<file path="config.mk">
export PLATFORM = sky130hd
export DESIGN_NAME = qsfp_i2c_cmd_arbiter
export DESIGN_NICKNAME = d
export VERILOG_FILES = /design/src/rtl/qsfp_i2c_cmd_arbiter.sv
export SDC_FILE = /design/constraint.sdc
export NUM_CORES = 1
export LEC_CHECK = 0
export BUFFER_PORTS_ARGS = -buffer_cell sky130_fd_sc_hd__buf_2
export CORE_ASPECT_RATIO = 1.4
export CORE_MARGIN = 2
export CORE_UTILIZATION = 45
export CTS_BUF_LIST = sky130_fd_sc_hd__clkbuf_4
export DETAILED_ROUTE_END_ITERATION = 8
export GPL_TIMING_DRIVEN = 1
export PLACE_DENSITY = 0.67
export SYNTH_ARGS = -nofsm -noshare
export SYNTH_HDL_FRONTEND = slang
export SYNTH_SLANG_ARGS = --single-unit
</file>
<file path="constraint.sdc">
create_clock -name clk -period 2.2 [get_ports clk]
set_input_delay 0.33 -clock clk [delete_from_list [all_inputs] [get_ports clk]]
set_output_delay 0.33 -clock clk [all_outputs]
set_load 0.01 [all_outputs]
</file>
<file path="src/rtl/qsfp_i2c_cmd_arbiter.sv">
// qsfp_i2c_cmd_arbiter
//   Shares one I2C command engine between NUM_REQ command sequencers using
//   round-robin arbitration. Each requester posts a single-cycle command pulse.
//   The command is latched, arbitrated, issued to the engine, and answered with a
//   one-cycle completion that carries the read data. A per-command timeout
//   recovers from a hung engine.
// Ports
//   clk, rst             clock, synchronous active-high reset
//   s_pulse/s_rw         per-requester command strobe and read(1)/write(0)
//   s_id/s_addr/s_wdata  per-requester device ID, register address, write data (8 bits each)
//   s_busy               command pending or in flight, per requester
//   s_cmplt/s_err        one-cycle completion / timeout flag to the owning requester
//   s_rdata              read data, valid with any s_cmplt bit
//   m_pulse/m_rw/m_id/m_addr/m_wdata  command to the engine
//   m_rdata/m_cmplt      engine read data and completion
//   dbg_drop             sticky: a pulse arrived while that requester was busy
//   dbg_grant            current/last granted requester
module qsfp_i2c_cmd_arbiter #(
  parameter int unsigned NUM_REQ        = 2,
  parameter logic [15:0] TIMEOUT_CYCLES = 16'hFFFF
) (
  input  logic                   clk,
  input  logic                   rst,
  input  logic [NUM_REQ-1:0]     s_pulse,
  input  logic [NUM_REQ-1:0]     s_rw,
  input  logic [8*NUM_REQ-1:0]   s_id,
  input  logic [8*NUM_REQ-1:0]   s_addr,
  input  logic [8*NUM_REQ-1:0]   s_wdata,
  output logic [NUM_REQ-1:0]     s_busy,
  output logic [NUM_REQ-1:0]     s_cmplt,
  output logic [NUM_REQ-1:0]     s_err,
  output logic [7:0]             s_rdata,
  output logic                   m_pulse,
  output logic                   m_rw,
  output logic [7:0]             m_id,
  output logic [7:0]             m_addr,
  output logic [7:0]             m_wdata,
  input  logic [7:0]             m_rdata,
  input  logic                   m_cmplt,
  output logic [NUM_REQ-1:0]     dbg_drop,
  output logic [1:0]             dbg_grant
);

  typedef enum logic [1:0] {IDLE, ISSUE, WAIT} state_e;

  typedef struct packed {
    logic       rw;
    logic [7:0] id;
    logic [7:0] addr;
    logic [7:0] wdata;
  } cmd_t;

  state_e             state_q, state_d;
  logic [NUM_REQ-1:0] pend_q, pend_d;
  logic [NUM_REQ-1:0] drop_q, drop_d;
  logic [NUM_REQ-1:0] cmplt_q, cmplt_d;
  logic [NUM_REQ-1:0] err_q, err_d;
  cmd_t               cmd_q [NUM_REQ];
  cmd_t               cmd_d [NUM_REQ];
  cmd_t               mcmd_q, mcmd_d;
  logic               m_pulse_q, m_pulse_d;
  logic [1:0]         grant_q, grant_d;
  logic [1:0]         last_q, last_d;
  logic [15:0]        timer_q, timer_d;
  logic [7:0]         rdata_q, rdata_d;

  logic               found;
  logic [1:0]         win;
  int unsigned        idx;

  // Round-robin scan starting one past the last winner. The inner loop keeps
  // every vector index a constant so no variable-width indexing is needed.
  always_comb begin
    found = 1'b0;
    win   = '0;
    idx   = 0;
    for (int unsigned k = 1; k <= NUM_REQ; k++) begin
      idx = (32'(last_q) + k) % NUM_REQ;
      for (int unsigned j = 0; j < NUM_REQ; j++) begin
        if (!found && (j == idx) && pend_q[j]) begin
          found = 1'b1;
          win   = 2'(j);
        end
      end
    end
  end

  always_comb begin
    state_d   = state_q;
    pend_d    = pend_q;
    drop_d    = drop_q;
    cmd_d     = cmd_q;
    mcmd_d    = mcmd_q;
    m_pulse_d = 1'b0;
    grant_d   = grant_q;
    last_d    = last_q;
    timer_d   = timer_q;
    rdata_d   = rdata_q;
    cmplt_d   = '0;
    err_d     = '0;

    // Capture only into an idle slot. A requester completing this cycle still
    // has pend set, so its coincident pulse is counted as dropped.
    for (int unsigned i = 0; i < NUM_REQ; i++) begin
      if (s_pulse[i]) begin
        if (pend_q[i]) begin
          drop_d[i] = 1'b1;
        end else begin
          cmd_d[i]  = {s_rw[i], s_id[8*i +: 8], s_addr[8*i +: 8], s_wdata[8*i +: 8]};
          pend_d[i] = 1'b1;
        end
      end
    end

    unique case (state_q)
      IDLE: begin
        if (found) begin
          grant_d   = win;
          last_d    = win;
          m_pulse_d = 1'b1;
          for (int unsigned j = 0; j < NUM_REQ; j++) begin
            if (win == 2'(j)) mcmd_d = cmd_q[j];
          end
          state_d = ISSUE;
        end
      end
      ISSUE: begin
        timer_d = TIMEOUT_CYCLES - 16'd1;
        state_d = WAIT;
      end
      WAIT: begin
        // Engine completion takes priority over an expiring timer.
        if (m_cmplt || (timer_q == '0)) begin
          rdata_d = m_cmplt ? m_rdata : 8'hFF;
          for (int unsigned j = 0; j < NUM_REQ; j++) begin
            if (grant_q == 2'(j)) begin
              cmplt_d[j] = 1'b1;
              err_d[j]   = ~m_cmplt;
              pend_d[j]  = 1'b0;
            end
          end
          state_d = IDLE;
        end else begin
          timer_d = timer_q - 16'd1;
        end
      end
      default: state_d = IDLE;
    endcase
  end

  always_ff @(posedge clk) begin
    if (rst) begin
      state_q   <= IDLE;
      pend_q    <= '0;
      drop_q    <= '0;
      cmplt_q   <= '0;
      err_q     <= '0;
      cmd_q     <= '{default: '0};
      mcmd_q    <= '0;
      m_pulse_q <= 1'b0;
      grant_q   <= '0;
      last_q    <= 2'(NUM_REQ - 1);
      timer_q   <= '0;
      rdata_q   <= '0;
    end else begin
      state_q   <= state_d;
      pend_q    <= pend_d;
      drop_q    <= drop_d;
      cmplt_q   <= cmplt_d;
      err_q     <= err_d;
      cmd_q     <= cmd_d;
      mcmd_q    <= mcmd_d;
      m_pulse_q <= m_pulse_d;
      grant_q   <= grant_d;
      last_q    <= last_d;
      timer_q   <= timer_d;
      rdata_q   <= rdata_d;
    end
  end

  assign s_busy    = pend_q;
  assign s_cmplt   = cmplt_q;
  assign s_err     = err_q;
  assign s_rdata   = rdata_q;
  assign m_pulse   = m_pulse_q;
  assign m_rw      = mcmd_q.rw;
  assign m_id      = mcmd_q.id;
  assign m_addr    = mcmd_q.addr;
  assign m_wdata   = mcmd_q.wdata;
  assign dbg_drop  = drop_q;
  assign dbg_grant = grant_q;

endmodule

</file>
After elaboration in Yosys (flattened, before gate mapping)
Index checks and enable logic that the tools add are counted.
{ "op_classes": {"addsub": 3, "eq_ne": 7, "muxes": 24, "bitwise_logic": 8, "n_reduce_logical": 32} }
{ "ops": {"columns": ["operator", "n"], "rows": [
  ["$logic_not A32 Y1", 2],
  ["$mux W25", 2],
  ["$pmux W16 S2", 1],
  ["$logic_not A16 Y1", 1],
  ["$mux W16", 1],
  ["$reduce_and A2 Y1", 8],
  ["$sub A16 B1 Y16 const B", 1],
  ["$mux W1", 12],
  ["$mux W2", 6],
  ["$mux W8", 1],
  ["$not A1 Y1", 8],
  ["$reduce_or A4 Y1", 2],
  ["$logic_and A1 B1 Y1", 7],
  ["$eq A2 B1 Y1 const B", 3],
  ["$logic_not A2 Y1", 3],
  ["$ne A2 B2 Y1 const B", 3],
  ["$pmux W2 S3", 1],
  ["$reduce_bool A2 Y1", 2],
  ["$logic_not A1 Y1", 3],
  ["$reduce_and A3 Y1", 1],
  ["$reduce_or A3 Y1", 1],
  ["$add A1 B1 Y1 const B", 2],
  ["$eq A2 B2 Y1 const B", 1],
  ["$reduce_or A2 Y1", 1],
  ["$logic_or A1 B1 Y1", 1]
]} }
{ "totals": {"ff_bits": 113, "input_bits": 63, "out_inout_bits": 44, "wordCells": 98} }

Longest topological paths before layout
{ "logic_depth": {"word_depth": 19, "ltp_mapped": 7} }

Least setup slack after synthesis
Ideal clock, no wire load.
{ "synth_timing": {"path_kind": "register to register", "startpoint": "reg timer_q[0]", "endpoint": "reg pend_q[0], in the netlist s_busy[0]", "setup_time_ns": 0.145, "arrival_ns": 1.854, "required_time_ns": 2.055, "path_slack_ns": 0.200, "stages_incl_launch_ff": 7, "synth_period_minus_slack_ns": 2.000, "path_cell_list": "dfxtp_1 inv_1 ha_1 nor4b_1 nand4_1 a21oi_1 a211oi_1"} }
{ "synth_between": {"elab_chain_len": 4} }
{ "synth_lines": {"columns": ["item", "line", "rtl"], "rows": [
  ["start, declared", "64", "logic [15:0] timer_q, timer_d;"],
  ["start signal, assigned", "176", "timer_q <= timer_d;"],
  ["$logic_not A16 Y1", "133", "if (m_cmplt || (timer_q == '0)) begin"],
  ["$logic_or A1 B1 Y1", "133", null],
  ["$mux W2", "133", null],
  ["$mux W2", "115", "unique case (state_q)"],
  ["end signal, assigned", "167", "pend_q <= pend_d;"],
  ["end, declared", "54", "logic [NUM_REQ-1:0] pend_q, pend_d;"]
]} }
No other way between the ends.
A chain may end at the register's enable or synchronous reset.

Final worst setup path
{ "layout_timing": {"startpoint": "reg timer_q[9]", "endpoint": "reg timer_q[15]"} }
{ "layout_between": {"elab_chain_len": 4, "elab_cells_between_ends": 7, "cone_classes": "1 x add/sub; 1 x eq/ne; 2 x mux; 3 x reduce/logical"} }
{ "layout_lines": {"columns": ["item"], "rows": [
  ["parallel branches: the longest is 4 deep, another holds $sub A16 B1 Y16"]
]} }
Parallel ways; which one is timed is not known. The select of a mux whose other input is x is not followed.

==> qor.csv <==
stage;metric;value;unit
grt;Total Routing Usage GR;0.200;
die;effective utilization at floorplan;0.464;
worst_hold_path;path class of the lowest-slack min-delay path;primary input to register;
die;Core Footprint;9460;um^2
route;remaining routing DRC violations;0;
cts;number of clock buffers inserted by TritonCTS;9;
yosys;EDFF count, synth;0;
worst_setup_path;Critical R2R Launch;timer_q[9];
worst_setup_path;reg-to-reg critical path endpoint;timer_q[15];
cells_and_area;fill cell total of the finished layout;935;
worst_setup_path;peak fanout along the critical path;8;
worst_setup_path;worst setup slack for register-to-register paths;0.12;ns
outcome;status;complete, no violations;
cells_and_area;number of nets in the final layout;673;
die;die height;121;um
yosys;number of synthesis warnings;0;
placement;detailed-placement wirelength estimate;6950;um
worst_setup_path;Worst path top cell family by delay;simple AND/OR/NAND/NOR gates;
cts;clock insertion delay at the later pin of the skew report;0.47;ns
worst_setup_path;kind of critical path;register to register;
cells_and_area;final core area utilization;0.558;
route;Detailed Route Iter0 Violations;171;
yosys;Net Count, Synth;578;
worst_setup_path;Worst Path Buf+Inv;0;
route;via count;3912;
cts;maximum clock insertion buffer count;2;
yosys;largest area contributor in the netlist;sky130_fd_sc_hd__dfxtp_1;
grt;number of antenna violations at the first check in global routing;0;
die;die width;87.5;um
worst_hold_path;hold-critical path depth;3;
worst_setup_path;biggest cell delay along the critical path;0.56;ns
sta;Final Hold Fails;0;
cts;# clock sinks;112;
cts;clock tree from TritonCTS;built;
die;die area;10600;um^2
route;ratio of routed vias to standard cells;5.40;
yosys;largest cells by area after synthesis;sky130_fd_sc_hd__dfxtp_1, sky130_fd_sc_hd__nand2_1, sky130_fd_sc_hd__a21oi_1;
cells_and_area;Design Area, Final;5270;um^2
sta;fin crit share;0.948;
yosys;sequential share of the synthesized area;0.511;
grt;global-route wire length before repair;17000;um
sta;transition time of the tightest slew-check pin;0.600;ns
sta;worst-case headroom to the max-slew limit;0.600;
power;Final Total Pwr;4.29;mW
placement;Post-Place Cell Area;5080;um^2
placement;final RePlAce weighted congestion;0.846;
sta;maximum clock frequency;0.480;GHz
yosys;Post-Synthesis Mean Instance Area;8.54;um^2
grt;pin count of the biggest net entering global routing;56;
yosys;share of the synthesized area in the top cell type;0.511;
worst_setup_path;critical path data arrival time;2.48;ns
route;final wirelength;10200;um
worst_setup_path;type of destination of the critical path;register;
worst_hold_path;terminating pin of the worst hold path;cmd_q[11];
route;ANT nets after route;0;
yosys;number of distinct standard cells referenced by the synthesized netlist;44;
sta;Max Slew Vio Count;0;
power;PwrDens;813;nW/um^2
placement;Buffers on Ports;105;
sta;unrepaired setup endpoints after global routing;no;
route;Detailed Routing Iterations Pass 1;4;
cts;clock root buffer;sky130_fd_sc_hd__clkbuf_4;
worst_hold_path;origin of the worst min-delay path;s_addr[11];
cells_and_area;commonest non-fill, non-tap cell in the layout;sky130_fd_sc_hd__dfxtp_1;
sta;TNS Setup;0;ns
worst_setup_path;slowest cell on the critical path;sky130_fd_sc_hd__or4_4;
job;Maximum Capacitance Violations;0;
die;standard-cell rows;42;
yosys;primary flip-flop cell chosen by synthesis mapping;sky130_fd_sc_hd__dfxtp_1;
grt;vias in the first global route;3704;
worst_setup_path;cell depth of the worst setup path;4;
worst_setup_path;crit-path cells;or4_4 > or4b_4 > or4_1 > a31oi_1;
power;Leakage Power;2.19;nW
route;average wire length per cell after detail routing;14.1;um
cells_and_area;proportion of layout cells with a drive suffix above 1;0.249;
yosys;synthesized instance count;514;
yosys;total standard cell area after synthesis;4390;um^2
power;Max rail drop VDD;0.547;mV
grt;final global-route overflow total;0;
cells_and_area;Area growth syn-to-layout;20.2;%
yosys;ys async rst share;0;
sta;worst setup skew after layout;0.0187;ns
sta;count of final setup violators;0;
worst_setup_path;depth of the worst register-to-register path;4;
cts;Post-CTS Setup Inserts;0;
worst_setup_path;Critical Path Source Type;register;
worst_setup_path;worst endpoint required time;2.60;ns
cells_and_area;commonest cells after routing, fill and taps aside;sky130_fd_sc_hd__dfxtp_1, sky130_fd_sc_hd__buf_2, sky130_fd_sc_hd__nand2_1, sky130_fd_sc_hd__a21oi_1, sky130_fd_sc_hd__nor2_1;
cts;clock transition at the register clock pins on the worst setup and hold paths after CTS;0.18;ns
sta;Final Critical Period;2.08;ns
yosys;number of flip-flops and latches in the synthesized netlist;112;
cts;H-tree depth;3;
die;boundary pin count;107;
==> timing repair <==
| item | 4_1_cts | 5_1_grt |
|---|---|---|
| resized for setup | 0 | 5 |
| hold buffers | 0 | 0 |
| setup endpoints to repair | 0 | 28 |
==> worst min-delay path: cells and delay by family <==
kind                   cells  cell delay (ns)
buffers and inverters      1             0.09
AOI/OAI and AO/OA          1             0.05
and+or+nand+nor            1             0.04
==> registers in the layout (all words and copies together) (netlist names) <==
signal	cells
m_wdata	8
m_id	8
s_rdata	8
dbg_grant	1
s_busy	2
state_q	2
m_pulse	1
s_cmplt	2
last_q	1
m_addr	8
m_rw	1
timer_q	16
s_err	2
dbg_drop	2
cmd_q	50
==> where the power goes <==
part           switching [mW]  total (mW)  internal [mW]  leakage, nW
Sequential              0.118        2.32           2.20        0.920
Clock                   0.685        1.16          0.473       0.0871
Combinational           0.459       0.815          0.356         1.18
Total                    1.26        4.29           3.03         2.19
==> synth_stat cells, types with 2 or more instances <==
| cell | instances |
|---|---|
| sky130_fd_sc_hd__or4_1 | 4 |
| sky130_fd_sc_hd__a21oi_1 | 64 |
| sky130_fd_sc_hd__mux2i_1 | 25 |
| sky130_fd_sc_hd__o31ai_1 | 4 |
| sky130_fd_sc_hd__or3_2 | 2 |
| sky130_fd_sc_hd__o21ai_0 | 9 |
| sky130_fd_sc_hd__nand2b_1 | 5 |
| sky130_fd_sc_hd__dfxtp_1 | 112 |
| sky130_fd_sc_hd__or3_1 | 4 |
| sky130_fd_sc_hd__or4_2 | 2 |
| sky130_fd_sc_hd__nand3_1 | 5 |
| sky130_fd_sc_hd__nor3_1 | 5 |
| sky130_fd_sc_hd__nor2b_1 | 2 |
| sky130_fd_sc_hd__clkbuf_1 | 29 |
| sky130_fd_sc_hd__nand4_1 | 3 |
| sky130_fd_sc_hd__a211oi_1 | 27 |
| sky130_fd_sc_hd__o41ai_1 | 2 |
| sky130_fd_sc_hd__o21a_1 | 11 |
| sky130_fd_sc_hd__inv_1 | 15 |
| sky130_fd_sc_hd__buf_2 | 2 |
| sky130_fd_sc_hd__nor4_1 | 4 |
| sky130_fd_sc_hd__a31oi_1 | 13 |
| sky130_fd_sc_hd__nor2_1 | 39 |
| sky130_fd_sc_hd__nand2_1 | 103 |
| sky130_fd_sc_hd__and3_1 | 2 |
| sky130_fd_sc_hd__buf_1 | 3 |
==> how the worst max path moves through the flow <==
stage / slack [ns] / startpoint / endpoint
2_1_floorplan: 0.20 / timer_q[0] / s_busy[0]
3_3_place_gp: 0.13 / timer_q[0] / timer_q[14]
3_5_place_dp: 0.08 / timer_q[0] / timer_q[10]
4_1_cts: 0.03 / timer_q[0] / timer_q[10]
5_1_grt: 0.04 / timer_q[9] / timer_q[15]
6_report: 0.12 / timer_q[9] / timer_q[15]
==> kinds of logic after synthesis <==
| family | after synthesis | synth area share |
|---|---|---|
| flip-flops | 112 | 0.511 |
| AND/OR/NAND/NOR | 188 | 0.193 |
| AO/OA/AOI/OAI | 137 | 0.191 |
| other | 1 | 0.000854 |
| buffers and inverters | 50 | 0.0442 |
| multiplexers | 25 | 0.0570 |
| adder cells (fa/ha/maj) | 1 | 0.00285 |
==> final cells by class <==
cell class / instances / area [um^2] / area share
Sequential cell: 112 / 2240 / 0.425
Multi-Input combinational cell: 352 / 1990 / 0.378
Timing Repair Buffer: 119 / 671 / 0.127
Tap cell: 110 / 138 / 0.0261
Clock inverter: 7 / 103 / 0.0195
Clock buffer: 9 / 67.6 / 0.0128
Inverter: 15 / 56.3 / 0.0107
Antenna cell: 1 / 2.50 / 0.000474
==> metrics by stage <==
step	instances	hold slack [ns]	setup WS, ns
floorplan	514	0.409	0.200
global placement	708	0.442	0.130
detailed placement	708	0.448	0.0803
CTS	724	0.0445	0.0280
global route	724	0.0445	0.0370
finish	725	0.0657	0.115
==> metal layers <==
layer  global-route usage  vias to the layer above  part of all wire
li1                     -                     1980                 -
met1                0.241                     1836              0.42
met2                0.342                       87              0.51
met3               0.0524                        9             0.054
met4               0.0635                        0             0.013
met5                    0                        -                 0
(Power assumes the default switching activity.)
